--- src/rtl/led_pkg.sv ---
// Shared definitions for the LED display path: the feeder FSM state encoding,
// the display digit count, the decimal saturation limit and the nibble width.
package led_pkg;

  typedef enum logic [1:0] {
    IDLE   = 2'd0,
    CONV   = 2'd1,
    SETUP  = 2'd2,
    STROBE = 2'd3
  } led_state_e;

  localparam int unsigned DIGITS    = 4;
  localparam int unsigned NIBBLE_W  = 4;
  localparam int unsigned MAX_VALUE = 9999;

endpackage

--- src/rtl/bcd_add3.sv ---
// Double-dabble correction cell: adds 3 to a BCD nibble that is 5 or more, so
// that the following left shift carries correctly into the next decimal digit.
// Ports:
//   i_nibble  one BCD digit of the accumulator
//   o_nibble  corrected digit (i_nibble >= 5 ? i_nibble + 3 : i_nibble)
module bcd_add3
  import led_pkg::*;
(
  input  logic [NIBBLE_W-1:0] i_nibble,
  output logic [NIBBLE_W-1:0] o_nibble
);

  always_comb begin
    o_nibble = i_nibble;
    if (i_nibble >= NIBBLE_W'(5)) begin
      o_nibble = i_nibble + NIBBLE_W'(3);
    end
  end

endmodule

--- src/rtl/led_bcd_feeder.sv ---
// Feeder for the 4-digit 7-segment display. Takes a binary value over a
// valid/ready handshake, converts it to packed BCD with an iterative
// double-dabble engine (or passes it through as hex), then presents it on the
// display bus with an enable and a one-cycle write strobe.
// Ports:
//   clk, reset_n   clock, asynchronous active-low reset
//   in_valid       request strobe; in_ready high only while idle
//   in_value       binary value, in_hex selects raw hex display
//   data_out       packed digits, nibble 0 is the rightmost digit
//   disp_enable    display select, disp_write one-cycle write pulse
//   overflow       last decimal request was clamped to MAX_VALUE
//   busy           inverse of in_ready
module led_bcd_feeder #(
  parameter int unsigned BIN_W     = 16,
  parameter int unsigned DIGITS    = led_pkg::DIGITS,
  parameter int unsigned MAX_VALUE = led_pkg::MAX_VALUE
) (
  input  logic                  clk,
  input  logic                  reset_n,
  input  logic                  in_valid,
  output logic                  in_ready,
  input  logic [BIN_W-1:0]      in_value,
  input  logic                  in_hex,
  output logic [4*DIGITS-1:0]   data_out,
  output logic                  disp_enable,
  output logic                  disp_write,
  output logic                  overflow,
  output logic                  busy
);

  import led_pkg::*;

  localparam int unsigned BCD_W = NIBBLE_W * DIGITS;
  localparam int unsigned CNT_W = (BIN_W > 1) ? $clog2(BIN_W) : 1;

  led_state_e         r_state;
  logic [BIN_W-1:0]   r_bin;
  logic [BCD_W-1:0]   r_bcd;
  logic [BCD_W-1:0]   r_data;
  logic [CNT_W-1:0]   r_cnt;
  logic               r_en;
  logic               r_wr;
  logic               r_ovf;

  logic [BCD_W-1:0]   w_adj;
  logic               w_over;
  logic [BIN_W-1:0]   w_clamped;

  for (genvar g = 0; g < DIGITS; g++) begin : g_add3
    bcd_add3 u_add3 (
      .i_nibble (r_bcd[g*NIBBLE_W +: NIBBLE_W]),
      .o_nibble (w_adj[g*NIBBLE_W +: NIBBLE_W])
    );
  end

  assign w_over    = (in_value > BIN_W'(MAX_VALUE));
  assign w_clamped = w_over ? BIN_W'(MAX_VALUE) : in_value;

  // Display outputs are registered and so trail the state by one cycle:
  // leaving SETUP raises enable with the data, leaving STROBE raises write,
  // and the first IDLE cycle drops both.
  always_ff @(posedge clk or negedge reset_n) begin
    if (!reset_n) begin
      r_state <= IDLE;
      r_bin   <= '0;
      r_bcd   <= '0;
      r_data  <= '0;
      r_cnt   <= '0;
      r_en    <= 1'b0;
      r_wr    <= 1'b0;
      r_ovf   <= 1'b0;
    end else begin
      case (r_state)
        IDLE: begin
          r_en <= 1'b0;
          r_wr <= 1'b0;
          if (in_valid) begin
            r_cnt <= '0;
            if (in_hex) begin
              r_bcd   <= BCD_W'(in_value);
              r_ovf   <= 1'b0;
              r_state <= SETUP;
            end else begin
              r_bcd   <= '0;
              r_bin   <= w_clamped;
              r_ovf   <= w_over;
              r_state <= CONV;
            end
          end
        end
        CONV: begin
          // High bits shifted out of the accumulator are dropped; clamping
          // guarantees they are zero.
          r_bcd <= {w_adj[BCD_W-2:0], r_bin[BIN_W-1]};
          r_bin <= {r_bin[BIN_W-2:0], 1'b0};
          r_cnt <= r_cnt + 1'b1;
          if (r_cnt == CNT_W'(BIN_W - 1)) begin
            r_state <= SETUP;
          end
        end
        SETUP: begin
          r_data  <= r_bcd;
          r_en    <= 1'b1;
          r_state <= STROBE;
        end
        STROBE: begin
          r_wr    <= 1'b1;
          r_state <= IDLE;
        end
        default: r_state <= IDLE;
      endcase
    end
  end

  assign in_ready    = (r_state == IDLE);
  assign busy        = ~in_ready;
  assign data_out    = r_data;
  assign disp_enable = r_en;
  assign disp_write  = r_wr;
  assign overflow    = r_ovf;

endmodule
--- config.mk ---
export PLATFORM = sky130hd
export DESIGN_NAME = led_bcd_feeder
export DESIGN_NICKNAME = d
export VERILOG_FILES = /design/src/rtl/led_pkg.sv /design/src/rtl/bcd_add3.sv /design/src/rtl/led_bcd_feeder.sv
export SDC_FILE = /design/constraint.sdc
export NUM_CORES = 1
export LEC_CHECK = 0
export ABC_AREA = 0
export CORE_UTILIZATION = 50
export DETAILED_ROUTE_END_ITERATION = 12
export PLACE_DENSITY = 0.79
export SETUP_SLACK_MARGIN = 0.1
export SLEW_MARGIN = 20
export SYNTH_ARGS = -nofsm -noshare
export SYNTH_HDL_FRONTEND = slang
export SYNTH_SLANG_ARGS = --single-unit
export TNS_END_PERCENT = 1
--- constraint.sdc ---
create_clock -name clk -period 1.7 [get_ports clk]
set_input_delay 0.34 -clock clk [delete_from_list [all_inputs] [get_ports clk]]
set_output_delay 0.34 -clock clk [all_outputs]
set_load 0.02 [all_outputs]
==> reports/metrics.cfg, run 1 <==
[worst_setup_path]
path_max_fanout=5
worst_ep_required_time_ns=1.93
worst_setup_path_start_kind=flip-flop
worst-endpoint-arrival_ns=1.96
critical_path_class=flip-flop to flip-flop
regToRegStartpoint=r_state[1]
r2r_slack_ns=-0.03
worstReg2RegEnd=r_bin[8]
worst_setup_path_end_kind=flip-flop
rr_worst_depth=7

[floorplanning]
die_area_um2=6453
coreArea_um2=5921
floorplan.initialDensity_pct=51.82
num_rows=28
dieWidth_um=80.33
boundaryPins=41
die_height_um=80.33

[drt]
detailroute.wirelength.met3_um=345
drcViolationCount=0
dr_top_layer=met4
via_count=2718
final_antenna_net_count=0
wl_met2_um=3998
detail_route.iter0.violations=170
detail_routed_net_length_per_standard_cell_um=17.45
drt-total-wl_um=8062
vias_per_cell=5.883
dr_pass1_iterations=5
met1Wirelength_um=3507

[synth]
netlist_instances=295
synthDominantAreaCellType=dfrtp_1
synth.lib_cells_used.distinct=47
ys_async_sr_fraction_pct=100.0
synthesis.yosys.warnings=0
synth.net_count=328
synth_register_bits=57
synth.top_cell.area_share_pct=46.49
post_synth_edffs=0
ys.flop_type=dfrtp_1
syn_area_um2=3068
synth.avg_cell_area_um2=10.40
synthTopCellsByArea=dfrtp_1 46%, mux2_2 6.6%, ha_1 5.3%
ys_seq_area_share_pct=46.49

[grt]
globalRouteTotalUtil_pct=27.54
grt_max_degree=58
number_of_antenna_violations_at_the_first_check_in_global_routing=0
first_global_vias=2767
overflow=0
grt_pass1_wl_um=13100

[place]
placed_area_um2=3861
post-place-ws_ns=-0.3225
io_buffer_count=40
place.gp.congestion=0.8384
detailed_place_hpwl_um=5499

[min_path]
hp-class=flip-flop to flip-flop
whs_path_depth=1
worst_hold_startpoint=disp_enable
min_delay_worst_endpoint=disp_enable

[power]
highest_ir_drop_seen_on_vdd_mv=1.307
power_per_cell_area_nw_per_um2=2030
power_leakage_uw=0.001903

[cells_and_area]
layout.filler_cells=419
final_design_area_no_fill_um2=4259
layout.nets=415
drive_above_1_share_pct=29.72
area_growth_synth_to_finish_pct=38.83
insertedDiodeCount=0

[sta]
tightestPinTransition_ns=0.3624
post-route-min-period_ns=1.732
finClkSkew_ns=0.005717
grt_setup_unrepaired=true
achievable-frequency_ghz=0.5772
setup_viol_count_final=11
timing.final.ws_setup_ns=-0.03245
tns_ns=-0.1786
fin_crit_sh_pct=101.9
report.final.hold_viol_count=0
slew_headroom_pct=75.62
max_slew_violation_total_from_the_final_report=0

[clock_network]
tritoncts_num_sinks=57
clock_tree.buffer_depth=2
insertion_delay_ns=0.35
worst_setup_hold_path_clk_slew_ns=0.06
numCtsBuffers=9
cts_htree_levels=3
cts_tree=yes
cts_root_buf=clkbuf_8

[job]
max_cap_violations=0

[outcome]
violations=negative setup slack
run_status=complete, but fails checks

==> cell usage in the layout (no fill, tap or decap), types with 4 or more instances in the layout <==
| master | count |
|---|---|
| nor3_1 | 6 |
| a31oi_1 | 4 |
| inv_1 | 12 |
| a221oi_2 | 4 |
| a22oi_1 | 4 |
| o22ai_1 | 7 |
| nand3_1 | 8 |
| dlygate4sd2_1 | 19 |
| buf_4 | 42 |
| nand2_1 | 17 |
| nor2_1 | 14 |
| nand2b_1 | 6 |
| mux2_2 | 18 |
| clkbuf_8 | 11 |
| buf_12 | 4 |
| nor2b_1 | 6 |
| clkdlybuf4s50_1 | 18 |
| o21ai_0 | 11 |
| buf_6 | 6 |
| nor3b_1 | 4 |
| o22a_1 | 5 |
| ha_1 | 11 |
| a21oi_1 | 14 |
| o21a_1 | 5 |
| dfrtp_1 | 57 |
| a221o_1 | 6 |
| a21o_1 | 10 |
| and2_1 | 4 |
==> synth_stat cells, drive strengths merged, types with 3 or more instances <==
master / count
and2: 7
a311oi: 4
a22oi: 4
dfrtp: 57
nor3: 6
nand2b: 7
mux2: 18
nor3b: 5
a2bb2oi: 3
o21ai: 11
nand3: 8
ha: 13
mux2i: 3
a21o: 10
buf: 11
a31oi: 4
inv: 15
o22a: 5
nor2b: 7
clkbuf: 5
xnor2: 3
a221o: 6
nor2: 15
o22ai: 8
o21a: 5
a21oi: 17
nand2: 17
a221oi: 4
a22o: 3
==> report_power, final <==
part | internal, µW | switching, µW | total, µW
Combinational | 2630 | 2330 | 4960
Clock | 601 | 543 | 1140
Sequential | 1990 | 547 | 2540
Total | 5220 | 3420 | 8650
==> routing by layer <==
| layer | track usage, % | vias to the layer above |
|---|---|---|
| met3 | 3.977 | 23 |
| met5 | 0 | - |
| met2 | 45.47 | 88 |
| met4 | 15.00 | 0 |
| li1 | - | 1267 |
| met1 | 34.69 | 1340 |
==> cell type report <==
| class | instances | area [µm²] | area share (%) |
|---|---|---|---|
| Clock inverter | 3 | 15.01 | 0.3525 |
| Sequential cell | 57 | 1426 | 33.49 |
| Inverter | 15 | 56.30 | 1.322 |
| Multi-Input combinational cell | 207 | 1652 | 38.78 |
| Timing Repair Buffer | 92 | 857.1 | 20.12 |
| Clock buffer | 13 | 158.9 | 3.731 |
| Tap cell | 75 | 93.84 | 2.203 |
==> logic make-up after synthesis <==
family / count (synthesis) / synth area share [%]
multiplexers: 21 / 7.586
buffers and inverters: 31 / 4.364
XOR/XNOR: 3 / 0.8566
AND/OR/NAND/NOR: 77 / 13.70
adder cells (fa/ha/maj): 13 / 5.302
AO/OA/AOI/OAI: 93 / 21.70
flip-flops: 57 / 46.49
==> flip-flops by register name (all words and copies together), names as in the netlist <==
name	flops
r_bcd	16
r_state	2
disp_write	1
r_bin	16
data_out	16
overflow	1
disp_enable	1
r_cnt	4
==> metrics by stage <==
| step | util [%] | cells | power (µW) | hold WS [ns] |
|---|---|---|---|---|
| CTS | 71.51 | 462 | 8542 | 0.4811 |
| floorplan | - | 295 | 5289 | 0.04441 |
| global route | 71.94 | 462 | 9208 | 0.5119 |
| finish | 71.94 | 462 | 8645 | 0.4784 |
| global placement | 65.22 | 435 | 6775 | 0.3668 |
| detailed placement | 65.22 | 435 | 6944 | 0.3691 |
==> worst max path at each step <==
stage / from / endpoint / slack, ns
global placement: in_valid / r_bin[1] / -0.26
global route: r_state[1] / r_bin[3] / -0.12
floorplan: r_state[0] / r_bin[1] / 0.01
finish: r_state[1] / r_bin[8] / -0.03
detailed placement: in_valid / r_bin[8] / -0.32
CTS: r_state[1] / r_bin[8] / -0.005
==> worst max-delay path, cell delays in order, from the launching register on <==
cell       delay (ns)
dfrtp_1          0.40
inv_2            0.11
ha_4             0.18
buf_12           0.12
nand4bb_4        0.12
nor4b_4          0.27
nand2b_1         0.20
o21a_1           0.22
==> timing repair <==
action	4_1_cts	5_1_grt
gates cloned	1	0
pin swaps	4	0
gates resized for setup	52	5
hold buffers	1	0
buffers inserted	9	0
hold endpoints to repair	1	0
endpoints found under the setup margin	50	35
Power figures use the tool's default switching activity.
==> run 2: changes to the inputs <==
--- a/config.mk
+++ b/config.mk
@@ -6,9 +6,11 @@
 export NUM_CORES = 1
 export LEC_CHECK = 0
 export ABC_AREA = 0
-export CORE_UTILIZATION = 50
+export CORE_UTILIZATION = 51
+export CTS_BUF_LIST = sky130_fd_sc_hd__clkbuf_8
 export DETAILED_ROUTE_END_ITERATION = 12
-export PLACE_DENSITY = 0.79
+export PLACE_DENSITY = 0.81
+export REMOVE_ABC_BUFFERS = 1
 export SETUP_SLACK_MARGIN = 0.1
 export SLEW_MARGIN = 20
 export SYNTH_ARGS = -nofsm -noshare
==> run 2 against run 1 <==
Clock skew rose by 0.0049 ns. The run ends with negative hold slack, negative setup slack left. Sequential power barely moved. Register-to-register slack got worse by 0.08 ns. Design area fell by 2.1%. Clock power rose by 18%. Global-route usage rose by 1.2 points. Count of clock-buffer cells in the layout fell by 1. Worst hold slack got worse by 0.49 ns. Via count rose by 4.3%. Die area fell by 1.9%. Cell count fell by 1.9%. Sequential share of layout area rose by 0.72 points.
==> reports/metrics.cfg, run 2 (synthesis results as in run 1) <==
[sta]
grt_setup_unrepaired=true
max_slew_violation_total_from_the_final_report=0  ; unchanged
fin_worst_hold_slack_ns=-0.01345  ; -0.4919 ns
finClkSkew_ns=0.01062  ; +0.004905 ns
tightestPinTransition_ns=0.4389  ; +0.07654 ns
timing.final.ws_setup_ns=-0.1146  ; -0.08218 ns
fin_crit_sh_pct=106.7  ; +4.8 points
setup_viol_count_final=27  ; +16
slew_headroom_pct=70.56  ; -5.1 points
report.final.hold_viol_count=9  ; +9
post-route-min-period_ns=1.815  ; +0.08218 ns
achievable-frequency_ghz=0.5511  ; -4.5%

[worst_setup_path]
worst_setup_path_end_kind=flip-flop
worst_setup_path_start_kind=flip-flop
worst_ep_required_time_ns=1.93  ; about the same
worst-endpoint-arrival_ns=2.04  ; +0.08 ns
critical_path_class=flip-flop to flip-flop
path_max_fanout=8  ; +3

[clock_network]
cts_htree_levels=3  ; unchanged
worst_setup_hold_path_clk_slew_ns=0.07  ; about the same
clock_tree.buffer_depth=2  ; unchanged
cts_tree=yes
numCtsBuffers=9  ; unchanged
ctsHoldBuffers=0  ; -1
insertion_delay_ns=0.35  ; about the same
tritoncts_num_sinks=57  ; unchanged
cts_root_buf=clkbuf_8

[power]
fin_total_pwr_uw=8529  ; -1.3%
cellInternalPower_uw=5094  ; -2.4%
power_leakage_uw=0.001880  ; -1.2%
sw_frac_of_total_pct=40.27  ; +0.66 points
highest_ir_drop_seen_on_vdd_mv=1.250  ; -4.3%
power_frac_comb_pct=54.4  ; -3.0 points
share_of_total_power_in_sequential_cells_pct=29.9  ; +0.5 points
power_share_of_the_clock_group_pct=15.7  ; +2.5 points
power_per_cell_area_nw_per_um2=2046  ; +0.78%
p_switching_uw=3434  ; +0.30%

[drt]
dr_pass1_iterations=5  ; unchanged
final_antenna_net_count=0  ; unchanged
via_count=2835  ; +4.3%
vias_per_cell=6.258  ; +6.4%
detail_route.iter0.violations=218  ; +28%
drt-total-wl_um=8745  ; +8.5%
detail_routed_net_length_per_standard_cell_um=19.30  ; +11%
drcViolationCount=0  ; unchanged

[floorplanning]
die_area_um2=6330  ; -1.9%
die_height_um=79.56  ; -0.96%
coreArea_um2=5642  ; -4.7%
dieWidth_um=79.56  ; -0.96%
num_rows=27  ; -3.6%
boundaryPins=41  ; unchanged
floorplan.initialDensity_pct=54.38  ; +2.6 points

[outcome]
run_status=complete, but fails checks
violations=negative hold slack, negative setup slack

[cells_and_area]
leading_cell_types_in_the_layout_fill_and_taps_excluded=57 x dfrtp_1, 38 x buf_4, 20 x dlygate4sd2_1
layout.cells.most_common=dfrtp_1
fin_cells=453  ; -1.9%
area_growth_synth_to_finish_pct=35.89
drive_above_1_share_pct=25.98  ; -3.7 points
layout.nets=409  ; -1.4%
insertedDiodeCount=0  ; unchanged

[grt]
overflow=0  ; unchanged
first_global_vias=2678  ; -3.2%
grt_pass1_wl_um=13430  ; +2.5%
globalRouteTotalUtil_pct=28.76  ; +1.2 points
grt_max_degree=58  ; unchanged
number_of_antenna_violations_at_the_first_check_in_global_routing=0  ; unchanged

[min_path]
hp-class=primary input to async pin

[place]
place.gp.congestion=0.8950  ; +6.8%
dp.cells=429  ; -1.4%
detailed_place_hpwl_um=5528  ; +0.53%
io_buffer_count=40  ; unchanged

[job]
max_cap_violations=0  ; unchanged

## run 2: timing repair
action                     CTS  global route
pin swaps                    9             4
cloned                       0             1
buffers inserted             3             4
setup endpoints to repair   59            41
gates resized for setup     39             9
## run 2: through the flow
stage	hold WS (ns)	TNS [ns]	util [%]	worst slack (ns)	instance area, µm²
finish	-0.01345	-1.567	73.90	-0.1146	4169
global route	0.001083	-3.432	73.90	-0.1623	4169
CTS	0.001984	-1.066	71.97	-0.1308	4060
detailed placement	0.3668	-7.043	67.33	-0.2989	3799
global placement	0.3642	-5.999	67.33	-0.2668	3799
floorplan	0.04441	-14.49	-	-0.6995	2990
## run 2: critical path, stage by stage, from the launching register on
cell,delay [ns]
dfrtp_1,0.39
inv_2,0.09
buf_6,0.10
ha_4,0.14
buf_4,0.12
buf_12,0.09
nor2_1,0.05
a21oi_2,0.22
buf_12,0.16
nor2b_1,0.05
a221o_1,0.28
## run 2: metal layers
layer	track usage, %	vias up	share of wire (%)
met4	14.18	0	4.0
met3	6.971	32	7.7
met5	0	-	0
li1	-	1255	-
met2	44.27	156	47
met1	37.78	1392	41
## run 2: path summary, 6_finish.rpt
path	start	end	slack, ns	depth (start not counted)
max	r_state[1]	r_bin[11]	-0.11	10
min	reset_n	overflow	-0.01	2
max reg2reg	r_state[1]	r_bin[11]	-0.11	10
min reg2reg	overflow	overflow	0.49	2
max in group asynchronous	reset_n	data_out[7]	1.44	2
min in group clk	overflow	overflow	0.49	2
## run 2: power by group through the flow
stage                     logic [µW]  registers [µW]  clock network [µW]
after CTS                       4240            2510                1330
after global routing            5020            2630                1420
final                           4640            2550                1340
after global placement          4060            2510                   0
after floorplan                 2390            2670                   0
after detailed placement        4200            2530                   0
## run 2: final cells by class
type / count / area [µm²]
clock buffers: 12 / 165.2
clock inverters: 4 / 42.54
fillers: 388 / 1473
inverters: 15 / 56.30
multi-input cells: 207 / 1590
flip-flops and latches: 57 / 1426
well taps: 72 / 90.09
repair buffers: 86 / 798.3
